$ cat src/rtl/irq_priority_encoder8.sv
// Registered 8-source interrupt priority encoder: rising-edge request latching,
// per-source mask, and a valid/ack grant handshake (bit 7 has highest priority).
module irq_priority_encoder8 #(
    parameter logic [7:0] RESET_MASK = 8'hFF
) (
    input  logic       clk,
    input  logic       reset_n,
    input  logic       en,
    input  logic [7:0] req,
    input  logic       mask_we,
    input  logic [7:0] mask_wdata,
    input  logic       ack,
    output logic       valid,
    output logic [2:0] code,
    output logic [7:0] mask,
    output logic [7:0] pending
);

    typedef enum logic {
        IDLE,
        PRESENT
    } state_t;

    state_t     state_q, state_d;
    logic [7:0] req_q;
    logic [7:0] pending_q, pending_d;
    logic [7:0] mask_q, mask_d;
    logic       valid_q, valid_d;
    logic [2:0] code_q, code_d;

    logic [7:0] rise;
    logic [7:0] eligible;
    logic [7:0] clr;

    // Later iterations overwrite earlier ones, so the highest set bit wins.
    function automatic logic [2:0] highestIdx(input logic [7:0] v);
        logic [2:0] idx;
        idx = 3'd0;
        for (int i = 0; i < 8; i++) begin
            if (v[i]) begin
                idx = 3'(i);
            end
        end
        return idx;
    endfunction

    always_ff @(posedge clk or negedge reset_n) begin
        if (!reset_n) begin
            state_q   <= IDLE;
            req_q     <= 8'h00;
            pending_q <= 8'h00;
            mask_q    <= RESET_MASK;
            valid_q   <= 1'b0;
            code_q    <= 3'd0;
        end else begin
            state_q   <= state_d;
            req_q     <= req;
            pending_q <= pending_d;
            mask_q    <= mask_d;
            valid_q   <= valid_d;
            code_q    <= code_d;
        end
    end

    always_comb begin
        state_d  = state_q;
        valid_d  = valid_q;
        code_d   = code_q;
        clr      = 8'h00;
        rise     = req & ~req_q;
        eligible = pending_q & mask_q;

        case (state_q)
            IDLE: begin
                if (en && (eligible != 8'h00)) begin
                    code_d  = highestIdx(eligible);
                    valid_d = 1'b1;
                    state_d = PRESENT;
                end
            end
            PRESENT: begin
                // Ack takes precedence over a withdraw caused by a late mask write.
                if (ack) begin
                    clr     = 8'h01 << code_q;
                    valid_d = 1'b0;
                    state_d = IDLE;
                end else if (!mask_q[code_q]) begin
                    valid_d = 1'b0;
                    state_d = IDLE;
                end
            end
            default: begin
                valid_d = 1'b0;
                state_d = IDLE;
            end
        endcase

        // A fresh edge on the bit being acked survives as a new event.
        pending_d = (pending_q & ~clr) | rise;
        mask_d    = mask_we ? mask_wdata : mask_q;
    end

    assign valid   = valid_q;
    assign code    = code_q;
    assign mask    = mask_q;
    assign pending = pending_q;

endmodule

$ cat config.mk
export PLATFORM = sky130hd
export DESIGN_NAME = irq_priority_encoder8
export DESIGN_NICKNAME = d
export VERILOG_FILES = /design/src/rtl/irq_priority_encoder8.sv
export SDC_FILE = /design/constraint.sdc
export NUM_CORES = 1
export LEC_CHECK = 0
export ABC_AREA = 1
export CELL_PAD_IN_SITES_DETAIL_PLACEMENT = 0
export CELL_PAD_IN_SITES_GLOBAL_PLACEMENT = 1
export CORE_MARGIN = 2
export CORE_UTILIZATION = 36
export CTS_CLUSTER_SIZE = 10
export DETAILED_ROUTE_END_ITERATION = 12
export PLACE_DENSITY_LB_ADDON = 0.1
export SLEW_MARGIN = 20
export SYNTH_ARGS = -nofsm -noshare
export SYNTH_HDL_FRONTEND = slang
export SYNTH_SLANG_ARGS = --single-unit
$ cat constraint.sdc
create_clock -name clk -period 3.5 [get_ports clk]
set_input_delay 1.05 -clock clk [delete_from_list [all_inputs] [get_ports clk]]
set_output_delay 1.05 -clock clk [all_outputs]
set_load 0.01 [all_outputs]
==> metrics.yaml, run 1 <==
status:
  status: "finished, final reports clean"
synth:
  synth-simple-area-share: 0.184
  synth_area_um2: 1260
  synth_seq_cells: 29
  yosys_warnings: 0
  synth_fa_ha_area_frac: 0
  synth_nets: 150
  yosys_most_used_dff: "dfrtp_1"
  syn_area_per_cell_um2: 9.75
  synth.distinct_cells: 19
  syn_inst: 129
  synth_top_family_by_area: "simple AND/OR/NAND/NOR gates"
  synth_compound_area_frac: 0.106
  ys_seq_area_frac: 0.585
  synth_edf_count: 0
  synth_xor_area_frac: 0
  async_flop_share: 1.00
  synthMuxAreaShare: 0.0627
sta:
  hold_viol: 0
  setup_ws_ns: 0.929
  slew_violations: 0
  finalClockSkew_ns: 0.00430
  fin_crit_ns: 2.57
  relSlewSlack: 0.730
  setup_viol: 0
  grt_setup_unrepaired: "false"
  tightest_slew_ns: 0.403
  min_period_over_period: 0.735
  tns_ns: 0
  fmax_mhz: 389
  whs_ns: 0.405
pwr:
  ir_drop_v: 0.000322
  power.density_nw_per_um2: 607
  p_leak_uw: 0.000774
worst_setup_path:
  worstPathCellList: "clkdlybuf4s50_1"
  path_buf_inv: 1
  critPathTopFamily: "buffers and inverters"
  cp.arrival_ns: 1.52
  critPathSlowestCell: "clkdlybuf4s50_1"
  path_max_fanout: 10
  required_ns: 2.45
  setup.worst_path.class: "flip-flop to output port"
  cpPeakStageDelay_ns: 0.61
  startpoint_type: "flip-flop"
  cp-end-kind: "output port"
finish:
  antenna_cells: 0
  final_nets: 196
  drive_gt1_frac: 0.188
  fillers: 346
  layout_common_cells: "clkdlybuf4s50_1 (40), nand2_1 (36), dfrtp_1 (21)"
  syn_to_final_growth_pct: 39.6
  final_util: 0.526
  final_common_cell: "clkdlybuf4s50_1"
drt:
  post_drt_via_cell_ratio: 4.55
  firstDrtPassIters: 4
  drt_iter0_drc: 17
  drc: 0
  dr_total_vias: 1010
  drtAntennaViolNets: 0
  wl_per_cell_um: 13.1
  routed_wl_um: 2900
clock_network:
  clock-sinks: 29
  ctsHtreeMaxLevel: 2
  worstSkewPairLatency_ns: 0.31
  root_buffer: "clkbuf_4"
  clkTransAtPathRegs_ns: 0.09
  cts.hold.buffers_added: 0
  cts_resized: 0
  clock_path_buffers: 2
  postCtsSetupRepairBufs: 0
  numCtsBuffers: 5
  cts_tree: "yes"
global_routing:
  grt_pass1_wl_um: 5050
  grt_overflow: 0
  grt_pass1_vias: 1098
  grt_max_degree: 30
  track_usage: 0.167
  antenna_found_initial: 0
die:
  die_h_um: 63.1
  io_pins: 41
  row_count: 21
  core-area_um2: 3340
  die_w_um: 63.1
  start_util: 0.377
  dieArea_um2: 3980
placed_design:
  hpwl_um: 2210
  io_buffers: 40
  gp_congestion: 0.774
  dp_slack_ns: 1.26
flow_run:
  max-cap-violations: 0
min_path:
  worst_hold_path_type: "flip-flop to flip-flop"
==> cells in the mapped netlist, types with 2 or more instances <==
cell type / instances / area share
o21ai_0: 11 / 0.044
a21oi_1: 2 / 0.0080
nor2_2: 3 / 0.015
o21ai_1: 9 / 0.036
inv_1: 14 / 0.042
nand3_2: 2 / 0.016
nand2_1: 36 / 0.11
mux2_2: 7 / 0.063
nand2_2: 3 / 0.015
nor2_1: 2 / 0.0060
nand3_1: 4 / 0.016
dfstp_2: 8 / 0.17
a21oi_2: 2 / 0.014
dfrtp_1: 21 / 0.42
==> final cells by class <==
type                       count  area (µm²)  area share
clock buffer                   8        48.8      0.0278
inverter                      15        61.3      0.0349
multi-input combinational     83         444       0.253
sequential                    29         736       0.419
tap                           46        57.6      0.0328
timing repair buffer          41         408       0.232
==> logic make-up after synthesis <==
family / count (synthesis)
and+or+nand+nor: 51
buffers and inverters: 17
muxes: 7
AOI/OAI and AO/OA: 25
DFF: 29
==> sequential cells by signal, indices dropped and copies added, names as in the netlist <==
| register | flops |
|---|---|
| code | 3 |
| pending | 8 |
| mask | 8 |
| state_q | 1 |
| req_q | 8 |
| valid | 1 |
==> per-stage QoR <==
step	power (µW)	area, µm²	std cells
2_1_floorplan	698	1260	129
3_3_place_gp	885	1710	214
3_5_place_dp	890	1710	214
4_1_cts	1080	1760	222
5_1_grt	1150	1760	222
6_report	1070	1760	222
==> metal layers <==
layer  wire length, µm  GRT usage
met5                 0          0
met4                21     0.0500
met3               147     0.0625
met2              1430      0.274
met1              1310      0.205
==> worst paths after layout <==
| check | startpoint | endpoint | slack, ns | cells past startpoint |
|---|---|---|---|---|
| worst max-delay path | code[0]$_DFFE_PN0P_ | code[0] | 0.93 | 1 |
| worst min-delay path | req_q[5]$_DFF_PN0_ | pending[5]$_DFF_PN0_ | 0.40 | 1 |
| worst max register to register | mask[6]$_DFFE_PN1P_ | code[0]$_DFFE_PN0P_ | 2.25 | 7 |
| worst min register to register | req_q[5]$_DFF_PN0_ | pending[5]$_DFF_PN0_ | 0.40 | 1 |
| max in group asynchronous | reset_n | mask[2]$_DFFE_PN1P_ | 2.08 | 2 |
| min in group asynchronous | reset_n | pending[6]$_DFF_PN0_ | 1.11 | 2 |
==> where the power goes <==
part	leakage [µW]	internal [µW]	switching, µW
clock	0.0000265	79.9	108
combinational	0.000438	196	191
sequential	0.000309	407	83.5
(Power assumes the default switching activity.)
==> run 2: changes to the inputs <==
--- a/config.mk
+++ b/config.mk
@@ -9,7 +9,7 @@
 export CELL_PAD_IN_SITES_DETAIL_PLACEMENT = 0
 export CELL_PAD_IN_SITES_GLOBAL_PLACEMENT = 1
 export CORE_MARGIN = 2
-export CORE_UTILIZATION = 36
+export CORE_UTILIZATION = 30
 export CTS_CLUSTER_SIZE = 10
 export DETAILED_ROUTE_END_ITERATION = 12
 export PLACE_DENSITY_LB_ADDON = 0.1
==> constraint.sdc (replaced) <==
create_clock -name clk -period 2.15 [get_ports clk]
set_input_delay 0.645 -clock clk [delete_from_list [all_inputs] [get_ports clk]]
set_output_delay 0.645 -clock clk [all_outputs]
set_load 0.01 [all_outputs]
==> metrics.yaml, run 2 (synthesized netlist as in run 1, its figures left out) <==
pwr:
  p_total_uw: 1880
  ir_drop_v: 0.000617
  seqPwrFrac: 0.408
  power_switching_uw: 633
  p_leak_uw: 0.000796
  p_int_uw: 1250
  comb_power_share: 0.362
  power.density_nw_per_um2: 1040
  swShare: 0.336
  p_clk_frac: 0.229
worst_setup_path:
  worstPathCellList: "clkdlybuf4s50_1"
  startpoint: "mask[5]$_DFFE_PN1P_"
  cp.arrival_ns: 1.37
  cp-end-kind: "output port"
  critPathSlowestCell: "dfstp_2"
  rr_startpoint: "mask[3]$_DFFE_PN1P_"
  path_buf_inv: 1
  path_max_fanout: 4
  critPathTopFamily: "flip-flops"
  required_ns: 1.50
  setup.worst_path.class: "flip-flop to output port"
  cpPeakStageDelay_ns: 0.57
  startpoint_type: "flip-flop"
die:
  row_count: 23
  io_pins: 41
  core-area_um2: 4030
  start_util: 0.312
  die_w_um: 68.7
  die_h_um: 68.7
  dieArea_um2: 4730
sta:
  min_period_over_period: 0.939
  grt_setup_unrepaired: "false"
  relSlewSlack: 0.725
  tns_ns: 0
  fin_crit_ns: 2.02
  finalClockSkew_ns: 0.00176
  hold_viol: 0
  slew_violations: 0
  tightest_slew_ns: 0.411
  setup_viol: 0
  fmax_mhz: 495
clock_network:
  cts_tree: "yes"
  clock_path_buffers: 2
  numCtsBuffers: 5
  clock-sinks: 29
  ctsHtreeMaxLevel: 2
  root_buffer: "clkbuf_8"
  cts.hold.buffers_added: 0
  cts_resized: 0
  clkTransAtPathRegs_ns: 0.06
  postCtsSetupRepairBufs: 0
  worstSkewPairLatency_ns: 0.27
placed_design:
  place_area_um2: 1720
  dp_cells: 219
  io_buffers: 40
  hpwl_um: 2230
  gp_congestion: 0.755
finish:
  final_nets: 197
  drive_gt1_frac: 0.199
  syn_to_final_growth_pct: 43.6
  antenna_cells: 0
  fillers: 418
  layout_common_cells: "clkdlybuf4s50_1 (40), nand2_1 (36), dfrtp_1 (21)"
  final_util: 0.448
  instances_no_fill: 226
  finalInstanceArea_um2: 1810
  final_common_cell: "clkdlybuf4s50_1"
drt:
  routed_wl_um: 2920
  dr_total_vias: 1012
  drt_iter0_drc: 33
  post_drt_via_cell_ratio: 4.48
  drc: 0
  firstDrtPassIters: 4
  drtAntennaViolNets: 0
  wl_per_cell_um: 12.9
status:
  status: "finished, final reports clean"
global_routing:
  antenna_found_initial: 0
  grt_overflow: 0
  grt_pass1_wl_um: 4900
  grt_max_degree: 30
  grt_pass1_vias: 1085
  track_usage: 0.144
flow_run:
  max-cap-violations: 0
min_path:
  min_from: "req_q[1]$_DFF_PN0_"
  worst_hold_path_type: "flip-flop to flip-flop"
run 2: path summary, 6_finish.rpt:
kind,depth (start not counted),slack [ns],end
worst min register to register,1,0.41,pending[1]$_DFF_PN0_
min in group asynchronous,2,0.76,pending[4]$_DFF_PN0_
worst max-delay path,1,0.13,mask[5]
max in group asynchronous,2,1.08,mask[2]$_DFFE_PN1P_
worst min-delay path,1,0.41,pending[1]$_DFF_PN0_
worst max register to register,7,0.91,code[0]$_DFFE_PN0P_
run 2: metal layers:
metal,vias to the layer above,global-route usage,part of all wire
li1,512,-,-
met1,470,0.181,0.45
met2,28,0.233,0.48
met3,2,0.0519,0.063
met4,0,0.0441,0.0058
met5,-,0,0
run 2: area by class of cell:
type	count	area, µm²	share of cell area
Clock buffer	7	86.3	0.0478
Sequential cell	29	736	0.407
Multi-Input combinational cell	83	444	0.246
Timing Repair Buffer	42	415	0.230
Inverter	15	61.3	0.0340
Tap cell	50	62.6	0.0347
run 2: power groups by stage:
| stage | Sequential (µW) | Clock [µW] | Combinational [µW] |
|---|---|---|---|
| 5_1_grt | 789 | 467 | 766 |
| 4_1_cts | 771 | 445 | 693 |
| 3_3_place_gp | 779 | 0 | 685 |
| 3_5_place_dp | 779 | 0 | 690 |
| 6_report | 768 | 432 | 682 |
| 2_1_floorplan | 802 | 0 | 334 |
run 2: through the flow:
stage / hold slack (ns) / setup WS (ns)
after floorplan: 0.349 / 0.913
after global placement: 0.396 / 0.318
after detailed placement: 0.407 / 0.276
after CTS: 0.414 / 0.122
after global routing: 0.423 / 0.0956
final: 0.409 / 0.131
==> run 3: changes to the inputs <==
--- a/config.mk
+++ b/config.mk
@@ -12,7 +12,8 @@
 export CORE_UTILIZATION = 30
 export CTS_CLUSTER_SIZE = 10
 export DETAILED_ROUTE_END_ITERATION = 12
-export PLACE_DENSITY_LB_ADDON = 0.1
+export HOLD_SLACK_MARGIN = 0.02
+export PLACE_DENSITY = 0.83
 export SLEW_MARGIN = 20
 export SYNTH_ARGS = -nofsm -noshare
 export SYNTH_HDL_FRONTEND = slang
==> metrics.yaml, run 3 (synthesized netlist as in run 1, its figures left out) <==
clock_network:
  cts.hold.buffers_added: 0
  numCtsBuffers: 5
  clkTransAtPathRegs_ns: 0.06
  clock_path_buffers: 2
  cts_tree: "yes"
  worstSkewPairLatency_ns: 0.28
  ctsHtreeMaxLevel: 2
  cts_resized: 0
  postCtsSetupRepairBufs: 0
  clock-sinks: 29
  root_buffer: "clkbuf_8"
global_routing:
  grt_overflow: 0
  grt_max_degree: 30
  antenna_found_initial: 0
  grt_pass1_wl_um: 5040
  grt_pass1_vias: 1141
  track_usage: 0.147
die:
  die_w_um: 68.7
  dieArea_um2: 4730
  die_h_um: 68.7
  io_pins: 41
  start_util: 0.312
  core-area_um2: 4030
  row_count: 23
sta:
  min_period_over_period: 0.953
  setup_viol: 0
  relSlewSlack: 0.758
  grt_setup_unrepaired: "false"
  hold_viol: 0
  whs_ns: 0.417
  tns_ns: 0
  finalClockSkew_ns: 0.00592
  fmax_mhz: 488
  setup_ws_ns: 0.100
  fin_crit_ns: 2.05
  slew_violations: 0
  tightest_slew_ns: 0.362
pwr:
  power.density_nw_per_um2: 1100
  ir_drop_v: 0.000481
  p_leak_uw: 0.000810
worst_setup_path:
  cpPeakStageDelay_ns: 0.57
  startpoint_type: "flip-flop"
  worstPathCellList: "clkdlybuf4s50_1"
  cp.arrival_ns: 1.40
  path_max_fanout: 4
  critPathTopFamily: "flip-flops"
  setup.worst_path.class: "flip-flop to output port"
  cp-end-kind: "output port"
  critPathSlowestCell: "dfstp_2"
  required_ns: 1.50
  path_buf_inv: 1
drt:
  dr_total_vias: 1034
  post_drt_via_cell_ratio: 4.56
  firstDrtPassIters: 4
  drt_iter0_drc: 24
  drc: 0
  drtAntennaViolNets: 0
  routed_wl_um: 2930
  wl_per_cell_um: 12.9
finish:
  syn_to_final_growth_pct: 46.0
  final_nets: 197
  layout_common_cells: "clkdlybuf4s50_1 (40), nand2_1 (36), dfrtp_1 (21)"
  final_common_cell: "clkdlybuf4s50_1"
  fillers: 407
  antenna_cells: 0
  drive_gt1_frac: 0.203
min_path:
  worst_hold_path_type: "flip-flop to flip-flop"
flow_run:
  max-cap-violations: 0
placed_design:
  dp_slack_ns: 0.343
  hpwl_um: 2260
  io_buffers: 40
  gp_congestion: 0.726
status:
  status: "finished, final reports clean"
[run 3: cell count changes in the layout (fill, tap and decap cells not counted), sizes merged]
cell	change
bufinv	+1
[run 3: area by class of cell]
type                    count  area, µm²  share of cell area
clock inverters             1       30.0              0.0164
clock buffers               7       86.3              0.0470
multi-input cells          83        444               0.242
flip-flops and latches     29        736               0.401
inverters                  15       61.3              0.0334
well taps                  50       62.6              0.0341
repair buffers             42        415               0.226
[run 3: path summary, 6_finish.rpt]
kind | start | end | slack (ns) | depth (start not counted)
setup / recovery | mask[5]$_DFFE_PN1P_ | mask[5] | 0.10 | 1
hold / removal | req_q[2]$_DFF_PN0_ | pending[2]$_DFF_PN0_ | 0.42 | 1
setup reg to reg | mask[2]$_DFFE_PN1P_ | code[0]$_DFFE_PN0P_ | 0.91 | 7
hold reg to reg | req_q[2]$_DFF_PN0_ | pending[2]$_DFF_PN0_ | 0.42 | 1
max in group asynchronous | reset_n | mask[6]$_DFFE_PN1P_ | 1.09 | 2
min in group asynchronous | reset_n | req_q[0]$_DFF_PN0_ | 0.75 | 2
[run 3: per-layer routing]
| layer | track usage | share of wire | vias up |
|---|---|---|---|
| met5 | 0 | 0 | - |
| met4 | 0.0441 | 0.012 | 0 |
| met3 | 0.0617 | 0.070 | 4 |
| met2 | 0.245 | 0.46 | 33 |
| met1 | 0.172 | 0.45 | 487 |
| li1 | - | - | 510 |
[run 3: stage by stage]
step	instances	power, µW	instance area [µm²]	util
final	227	2020	1840	0.456
after global routing	227	2160	1840	0.456
after CTS	227	2050	1840	0.456
after detailed placement	219	1460	1720	0.427
after global placement	219	1450	1720	0.427
after floorplan	129	1140	1260	-
[run 3: power breakdown]
| group | internal [µW] | leakage, µW | switching, µW |
|---|---|---|---|
| clock | 377 | 0.0000585 | 193 |
| sequential | 664 | 0.000309 | 113 |
| combinational | 332 | 0.000443 | 338 |
